**config.mk**
```make
export PLATFORM = sky130hd
export DESIGN_NAME = bram_sdp_ctrl
export DESIGN_NICKNAME = d
export VERILOG_FILES = /design/src/rtl/bram_sdp_ctrl.sv
export SDC_FILE = /design/constraint.sdc
export NUM_CORES = 1
export LEC_CHECK = 0
export CAP_MARGIN = 15
export CORE_AREA = 2 2 115 117
export DETAILED_ROUTE_END_ITERATION = 10
export DIE_AREA = 0 0 117 119
export PLACE_DENSITY_LB_ADDON = 0.25
export SETUP_SLACK_MARGIN = 0.02
export SYNTH_ARGS = -nofsm -noshare
export SYNTH_HDL_FRONTEND = slang
export SYNTH_SLANG_ARGS = --single-unit
```
**constraint.sdc**
```tcl
create_clock -name clk -period 4.85 [get_ports clk]
set_clock_uncertainty 0.15 [all_clocks]
set_input_delay 0.97 -clock clk [delete_from_list [all_inputs] [get_ports clk]]
set_output_delay 0.97 -clock clk [all_outputs]
set_load 0.01 [all_outputs]
```
**src/rtl/bram_sdp_ctrl.sv**
```systemverilog
// bram_sdp_ctrl: round-robin arbiter sharing one simple-dual-port BRAM among NUM_REQ requesters,
// with a zero-fill sweep after reset so the memory never relies on initial contents.
module bram_sdp_ctrl #(
  parameter int NUM_REQ        = 4,
  parameter int ID_WIDTH       = 2,
  parameter int SIZE           = 512,
  parameter int ADDR_WIDTH     = 9,
  parameter int DATA_WIDTH     = 32,
  parameter int CLEAR_ON_RESET = 1
) (
  input  logic                           clk,
  input  logic                           reset_n,
  input  logic [NUM_REQ-1:0]             req_valid,
  input  logic [NUM_REQ-1:0]             req_we,
  input  logic [NUM_REQ*ADDR_WIDTH-1:0]  req_addr,
  input  logic [NUM_REQ*DATA_WIDTH-1:0]  req_wdata,
  output logic [NUM_REQ-1:0]             req_ready,
  output logic                           rsp_valid,
  output logic [ID_WIDTH-1:0]            rsp_id,
  output logic [DATA_WIDTH-1:0]          rsp_rdata,
  output logic                           init_done,
  output logic                           mem_ena,
  output logic                           mem_wea,
  output logic [ADDR_WIDTH-1:0]          mem_addra,
  output logic [DATA_WIDTH-1:0]          mem_dia,
  output logic                           mem_enb,
  output logic [ADDR_WIDTH-1:0]          mem_addrb,
  input  logic [DATA_WIDTH-1:0]          mem_dob
);
  localparam logic [ADDR_WIDTH-1:0] LAST = ADDR_WIDTH'(SIZE - 1);
  typedef enum logic {CLEAR, RUN} state_t;
  state_t state, state_nxt;
  logic [ADDR_WIDTH-1:0] clr_addr, g_addr;
  logic [DATA_WIDTH-1:0] g_data;
  logic [ID_WIDTH-1:0] rr_ptr, grant_id, cand;
  logic grant_any, g_we, in_range, clearing, run_go, rsp_oor;
  // Scan from the far end so the candidate closest to rr_ptr is written last and wins.
  always_comb begin
    grant_any = 1'b0;
    grant_id = '0;
    cand = '0;
    for (int k = NUM_REQ - 1; k >= 0; k--) begin
      cand = ID_WIDTH'((int'(rr_ptr) + k) % NUM_REQ);
      if (req_valid[cand]) begin
        grant_any = 1'b1;
        grant_id = cand;
      end
    end
  end
  always_comb state_nxt = (state == CLEAR && clr_addr == LAST) ? RUN : state;
  assign g_addr    = req_addr[grant_id*ADDR_WIDTH +: ADDR_WIDTH];
  assign g_data    = req_wdata[grant_id*DATA_WIDTH +: DATA_WIDTH];
  assign g_we      = req_we[grant_id];
  assign in_range  = 32'(g_addr) < SIZE;
  assign clearing  = reset_n && state == CLEAR;
  assign run_go    = reset_n && state == RUN && grant_any;
  assign req_ready = run_go ? NUM_REQ'(1) << grant_id : '0;
  assign mem_ena   = clearing || (run_go && g_we && in_range);
  assign mem_wea   = mem_ena;
  assign mem_addra = clearing ? clr_addr : run_go ? g_addr : '0;
  assign mem_dia   = run_go ? g_data : '0;
  assign mem_enb   = run_go && !g_we && in_range;
  assign mem_addrb = run_go ? g_addr : '0;
  // Out-of-range reads never touch port B, so their response is forced to zero.
  assign rsp_rdata = rsp_oor ? '0 : mem_dob;
  always_ff @(posedge clk or negedge reset_n) begin
    if (!reset_n) begin
      state     <= (CLEAR_ON_RESET != 0) ? CLEAR : RUN;
      clr_addr  <= '0;
      rr_ptr    <= '0;
      rsp_valid <= 1'b0;
      rsp_id    <= '0;
      rsp_oor   <= 1'b0;
      init_done <= CLEAR_ON_RESET == 0;
    end else begin
      state     <= state_nxt;
      clr_addr  <= (state == CLEAR) ? clr_addr + 1'b1 : clr_addr;
      rsp_valid <= run_go && !g_we;
      if (state == CLEAR && clr_addr == LAST) init_done <= 1'b1;
      if (run_go) rr_ptr <= (grant_id == ID_WIDTH'(NUM_REQ - 1)) ? '0 : grant_id + 1'b1;
      if (run_go && !g_we) begin
        rsp_id  <= grant_id;
        rsp_oor <= !in_range;
      end
    end
  end
endmodule
```
Word-level counts from Yosys, hierarchy flattened --
Index checks and enable logic that the tools add are counted.
Word-level totals: input port bits 206, register bits after elaboration 15, output and inout bits 93, word-level logic and storage cells 53
Operators by class: equal/unequal tests 2, $mul 1, multiplexer cells 23, shift-type cells 3, $lt $le $gt $ge 5, $add $sub $neg 5, bitwise gates (word level) 1, reduce and logical (&&, ||, !) cells 8
Operators with widths (number):
- $shiftx 128x8->32 | 1
- $shiftx 36x7->9 | 1
- $mux 32 | 1
- $mux 9 | 2
- $lt 2x3->1 const B | 5
- $bmux 1 s2 | 5
- $mux 2 | 5
- $add 9x1->9 const B | 1
- $eq 9x9->1 const B | 1
- $mux 1 | 9
- $logic_and 1x1->1 | 6
- $mul 2x4->6 const B | 1
- $add 2x1->2 const B | 2
- $add 2x2->2 const B | 2
- $mux 4 | 1
- $shl 1x2->4 const A | 1
- $eq 2x2->1 const B | 1
- $logic_not 1->1 | 1
- $logic_or 1x1->1 | 1
- $not 1->1 | 1

Longest topological paths before layout --
word-level depth 11, gate-level depth with buffers 8, depth with buffers taken out 6

Least setup slack after synthesis --
Ideal clock, no wire load.
path type input port to output port, start point input req_valid[0], end point output mem_addra[2], cell stages on the path 7, buffers on the path 2, required time 3730 ps, path slack 1400 ps, arrival 2330 ps, cells stage by stage a21oi_1 -> a2bb2oi_2 -> buf_4 -> buf_6 -> mux2i_1 -> nand2_1 -> a32o_1
Between the ends: longest elaborated chain between the ends 10, elaborated cells between the ends (all ways) 21, classes of those cells mul (1); shift (1); mux (18); reduce/logical (1)
Ends and longest elaborated chain:
- from (decl) | line 13 | input logic [NUM_REQ-1:0] req_valid,
- $bmux 1 s2 | line 44 | if (req_valid[cand]) begin
- $mux 1 (implied by the code) | line 44
- $mux 2 (4 in series) | line 44
- $mul 2x4->6 | line 51 | assign g_addr = req_addr[grant_id*ADDR_WIDTH +: ADDR_WIDTH];
- $shiftx 36x7->9 | line 51
- $mux 9 * (2 in series) | line 60 | assign mem_addra = clearing ? clr_addr : run_go ? g_addr : '0;
- to (decl) | line 24 | output logic [ADDR_WIDTH-1:0] mem_addra,
Every way passes the cells marked *; elsewhere a longest branch is shown, timed or not. The select of a mux whose other input is x is not followed.

Final worst setup path --
start point input req_valid[1], end point output mem_dia[13]
Between the ends: longest elaborated chain between the ends 8, elaborated cells between the ends (all ways) 19, classes of those cells shift (1); mux (17); reduce/logical (1)
Ends and longest elaborated chain:
- $bmux 1 s2 | line 44
- $mux 1 (implied by the code) | line 44
- $mux 2 or $mux 1 (tied branches) (4 in series) | line 44
- $shiftx 128x8->32 or $logic_and 1x1->1 (tied branches) | line 52, 56
- $mux 32 * | line 61 | assign mem_dia = run_go ? g_data : '0;
- to (decl) | line 25 | output logic [DATA_WIDTH-1:0] mem_dia,
Marked as above.

==> results by group <==
STA
  • Min Hold Slack: around 340 ps
  • Setup repair after global routing missed its margin: false
  • Transition time at the pin with the least slew margin: between 400 and 500 ps
  • Number of setup violations in the final report: 0
  • Max Transition Viols Final: 0
  • Minimum period implied by the final worst setup slack: about 4700 ps
  • Max-slew headroom at the worst pin: 0.710
  • Period Utilization, post-route: 0.970
  • Final setup TNS: 0 ps
  • Maximum achievable frequency: between 200 and 250 MHz
  • Final Hold Violating Endpoints: 0

Min path
  • Hold Path Sink: rsp_id[1]
  • Min-delay worst type: register to register
  • Min-delay src: rsp_id[1]
  • Number of instances on the worst hold path: 1

Floorplan
  • Top Ports: about 300
  • # rows: 42
  • Die outline area: 13900 um^2
  • Height of the die: between 100 and 150 um
  • Core Footprint: 12900 um^2
  • Initial Utilization: 0.209
  • Width of the die: about 120 um

Route
  • Total via count in the routed design: 3060
  • Final WL: 10000 um
  • Avg WL per Cell: around 15 um
  • Routed via count divided by cell count: 4.46
  • First DRT Iteration DRCs: just over 90
  • Remaining number of nets flagged by the antenna check after routing: 0
  • Length of the first detailed-routing pass in iterations: 4
  • DRC: 0

Finish
  • Number of antenna repair diodes: 0
  • Layout cells sized above 1: 0.0784
  • Fin nets: 723
  • Final Non-Filler Cells: around 690
  • Growth of design area from synthesis to finish: 88.3%
  • Cell area after layout: between 5000 and 6000 um^2

Global route
  • Maximum number of pins on one net before global-route repair: between 50 and 60
  • Initial antenna violation count: 0
  • Global-route wire length before repair: 15100 um
  • Overall track demand over capacity in global routing: 0.134
  • Total overflow reported by the global router: 0
  • Via count of the first global-routing pass: slightly above 3000

Synthesis
  • Synthesis Warnings: 0
  • Netlist Area Pre-Place: between 2000 and 3000 um^2
  • Per-instance average area after synthesis: between 8 and 9 um^2
  • Most used standard cell by instance count after synthesis: sky130_fd_sc_hd__mux2i_1
  • Post-synth EDFFs: 0
  • Syn Inst Count: 320
  • Share of the synthesized area in compound gates (AO/OA/AOI/OAI): 0.161
  • Share of synthesized cell area in full adder, half adder and majority cells: 0.0278
  • Share of the synthesized area in the top cell type: 0.197
  • Post-synth top flop: sky130_fd_sc_hd__dfrtp_1
  • Cell type with the highest aggregate area in the netlist: sky130_fd_sc_hd__mux2i_1
  • Dominant combinational cell family by area after synthesis: multiplexers
  • Synthesized net count: between 500 and 600
  • #FFs+latches synth: 15
  • Share of flip-flops with an asynchronous set or reset after synthesis: 1.00
  • Share of the yosys chip area belonging to registers: 0.139
  • Simple-gate share of the synthesized area: 0.155
  • Distinct cells, synth: 39
  • Top cells by area, synth: sky130_fd_sc_hd__mux2i_1 20%, sky130_fd_sc_hd__dfrtp_1 14%, sky130_fd_sc_hd__buf_4 10%
  • Multiplexer area fraction after synthesis: 0.343
  • Xor and xnor area share after synthesis: 0.0227
  • Most instantiated cells after synthesis: 53 x sky130_fd_sc_hd__mux2i_1, 38 x sky130_fd_sc_hd__nor2_1, 37 x sky130_fd_sc_hd__buf_4

Placed design
  • Dpl cells: 682
  • Area post-placement: ~5000 um^2
  • Post-DP HPWL: a little over 8000 um
  • Gp weighted congestion: a little under 0.8
  • Number of input and output port buffers inserted: about 230

Worst setup path
  • Worst r2r path cells: 7
  • Type of origin of the critical path: input pin
  • Nature of the critical path endpoint: primary output
  • Biggest cell delay along the critical path: 610 ps
  • Crit-path max FO: 51
  • R2R Setup Slk: 2450 ps
  • Standard cell with the maximum stage delay on the critical path: sky130_fd_sc_hd__clkdlybuf4s50_1
  • Reg-to-reg startpoint: rr_ptr[1]
  • Buf+Inv Stages, Crit Path: 3
  • Most frequent CP cell: sky130_fd_sc_hd__clkdlybuf4s50_1
  • Top delay family on crit path: buffers and inverters
  • Critical Path RT: 3730 ps
  • Critical path, cell by cell: clkdlybuf4s50_1 -> a21oi_1 -> a2bb2oi_4 -> buf_12 -> mux2_2 -> nor2_1 -> a211oi_1 -> clkdlybuf4s50_1
  • Arrival time at the worst endpoint: about 3600 ps
  • Crit Path Category: input pin to primary output
  • End of the worst register-to-register path: rsp_id[1]

Clocking
  • Number of H-tree levels: 1
  • Clock tree from TritonCTS: built
  • Clk slew on worst S/H paths: 50 ps
  • Clock latency on the worst-skew pair: roughly 250 ps
  • Clock Path Buffers: 2
  • Total clock buffers created by CTS: 3
  • Clock net sink count: 15
  • Post-cts hold buffer count: 0
  • Clock tree root buffer cell: sky130_fd_sc_hd__clkbuf_16
  • Setup Buffers After CTS: 0
  • Post-CTS Resized: 0

Flow run
  • Number of max-cap violations: 0

Power
  • Power density of the placed cells: about 110 nW/um^2
  • Total power: around 0.57 mW
  • Maximum resistive drop on vdd: 0.0000765 V
  • Static leakage: slightly below 2 nW

Run status
  • Outcome: finished, final reports clean
## routing by layer
metal	routed length, um	up-vias	GRT usage
li1	-	1511	-
met1	3890	1374	0.151
met2	5060	163	0.247
met3	947	12	0.0366
met4	125	0	0.0272
met5	0	-	0
## cells by family (layout without fill, tap and decap cells)
kind of cell / Yosys count / count (layout)
compound gates: 52 / 52
xor+xnor: 7 / 7
fa+ha+maj: 6 / 6
buf+inv: 61 / 251
flops: 15 / 15
mux: 88 / 88
simple gates: 91 / 91
## power by group
group          switching, mW  leakage (nW)  internal, mW
clock                 0.0510        0.0409         0.110
sequential                 0         0.190         0.125
combinational         0.0980          1.71         0.188
total                  0.149          1.94         0.424
## registers in the layout (all words and copies together) (netlist names)
| signal | flops |
|---|---|
| rr_ptr | 2 |
| clr_addr | 9 |
| state | 1 |
| rsp_valid | 1 |
| rsp_id | 2 |
## worst max-delay path by stage
stage	startpoint	to	slack [ps]	cells after the start
3_5_place_dp	req_valid[1]	mem_dia[13]	90	8
5_1_grt	req_valid[1]	mem_dia[13]	50	8
3_3_place_gp	req_valid[0]	mem_dia[13]	180	8
6_report	req_valid[1]	mem_dia[13]	150	8
4_1_cts	req_valid[1]	mem_dia[13]	90	8
2_1_floorplan	req_valid[0]	mem_addra[2]	1400	7
## through the flow
step,setup slack (ps),util
detailed placement,90.4,0.388
global route,53.5,0.394
CTS,93.4,0.394
global placement,182,0.388
finish,146,0.394
floorplan,1400,-
## area by class of cell
class                           instances  area (um^2)
Inverter                                3         11.3
Timing Repair Buffer                  244         2470
Clock inverter                          1         5.00
Clock buffer                            3         75.1
Multi-Input combinational cell        244         1920
Sequential cell                        15          375
Tap cell                              176          220
Fill cell                            1297         7800
## cells in the final DEF (no fill, tap or decap), types with 2 or more instances in the layout
master,instances
sky130_fd_sc_hd__buf_4,6
sky130_fd_sc_hd__clkdlybuf4s50_1,234
sky130_fd_sc_hd__mux2_1,14
sky130_fd_sc_hd__xor2_1,2
sky130_fd_sc_hd__and2_1,4
sky130_fd_sc_hd__mux2_2,21
sky130_fd_sc_hd__nand4_1,2
sky130_fd_sc_hd__dfrtp_1,15
sky130_fd_sc_hd__mux2i_1,53
sky130_fd_sc_hd__a21oi_1,4
sky130_fd_sc_hd__clkbuf_16,3
sky130_fd_sc_hd__buf_12,4
sky130_fd_sc_hd__nor2_1,38
sky130_fd_sc_hd__xnor2_1,5
sky130_fd_sc_hd__a211oi_1,32
sky130_fd_sc_hd__nand2_1,28
sky130_fd_sc_hd__and3_1,9
sky130_fd_sc_hd__inv_1,2
sky130_fd_sc_hd__ha_1,6
sky130_fd_sc_hd__a32o_1,9
## worst register-to-register path: stages (launching register included)
cell and delay [ps]:
sky130_fd_sc_hd__dfrtp_1 460, sky130_fd_sc_hd__nand2_1 120, sky130_fd_sc_hd__nand3b_1 130, sky130_fd_sc_hd__a2bb2oi_4 220, sky130_fd_sc_hd__buf_12 270, sky130_fd_sc_hd__mux2i_1 370, sky130_fd_sc_hd__a22o_1 240, sky130_fd_sc_hd__mux2_1 330
Note: power is estimated with default switching activity, not from simulation.
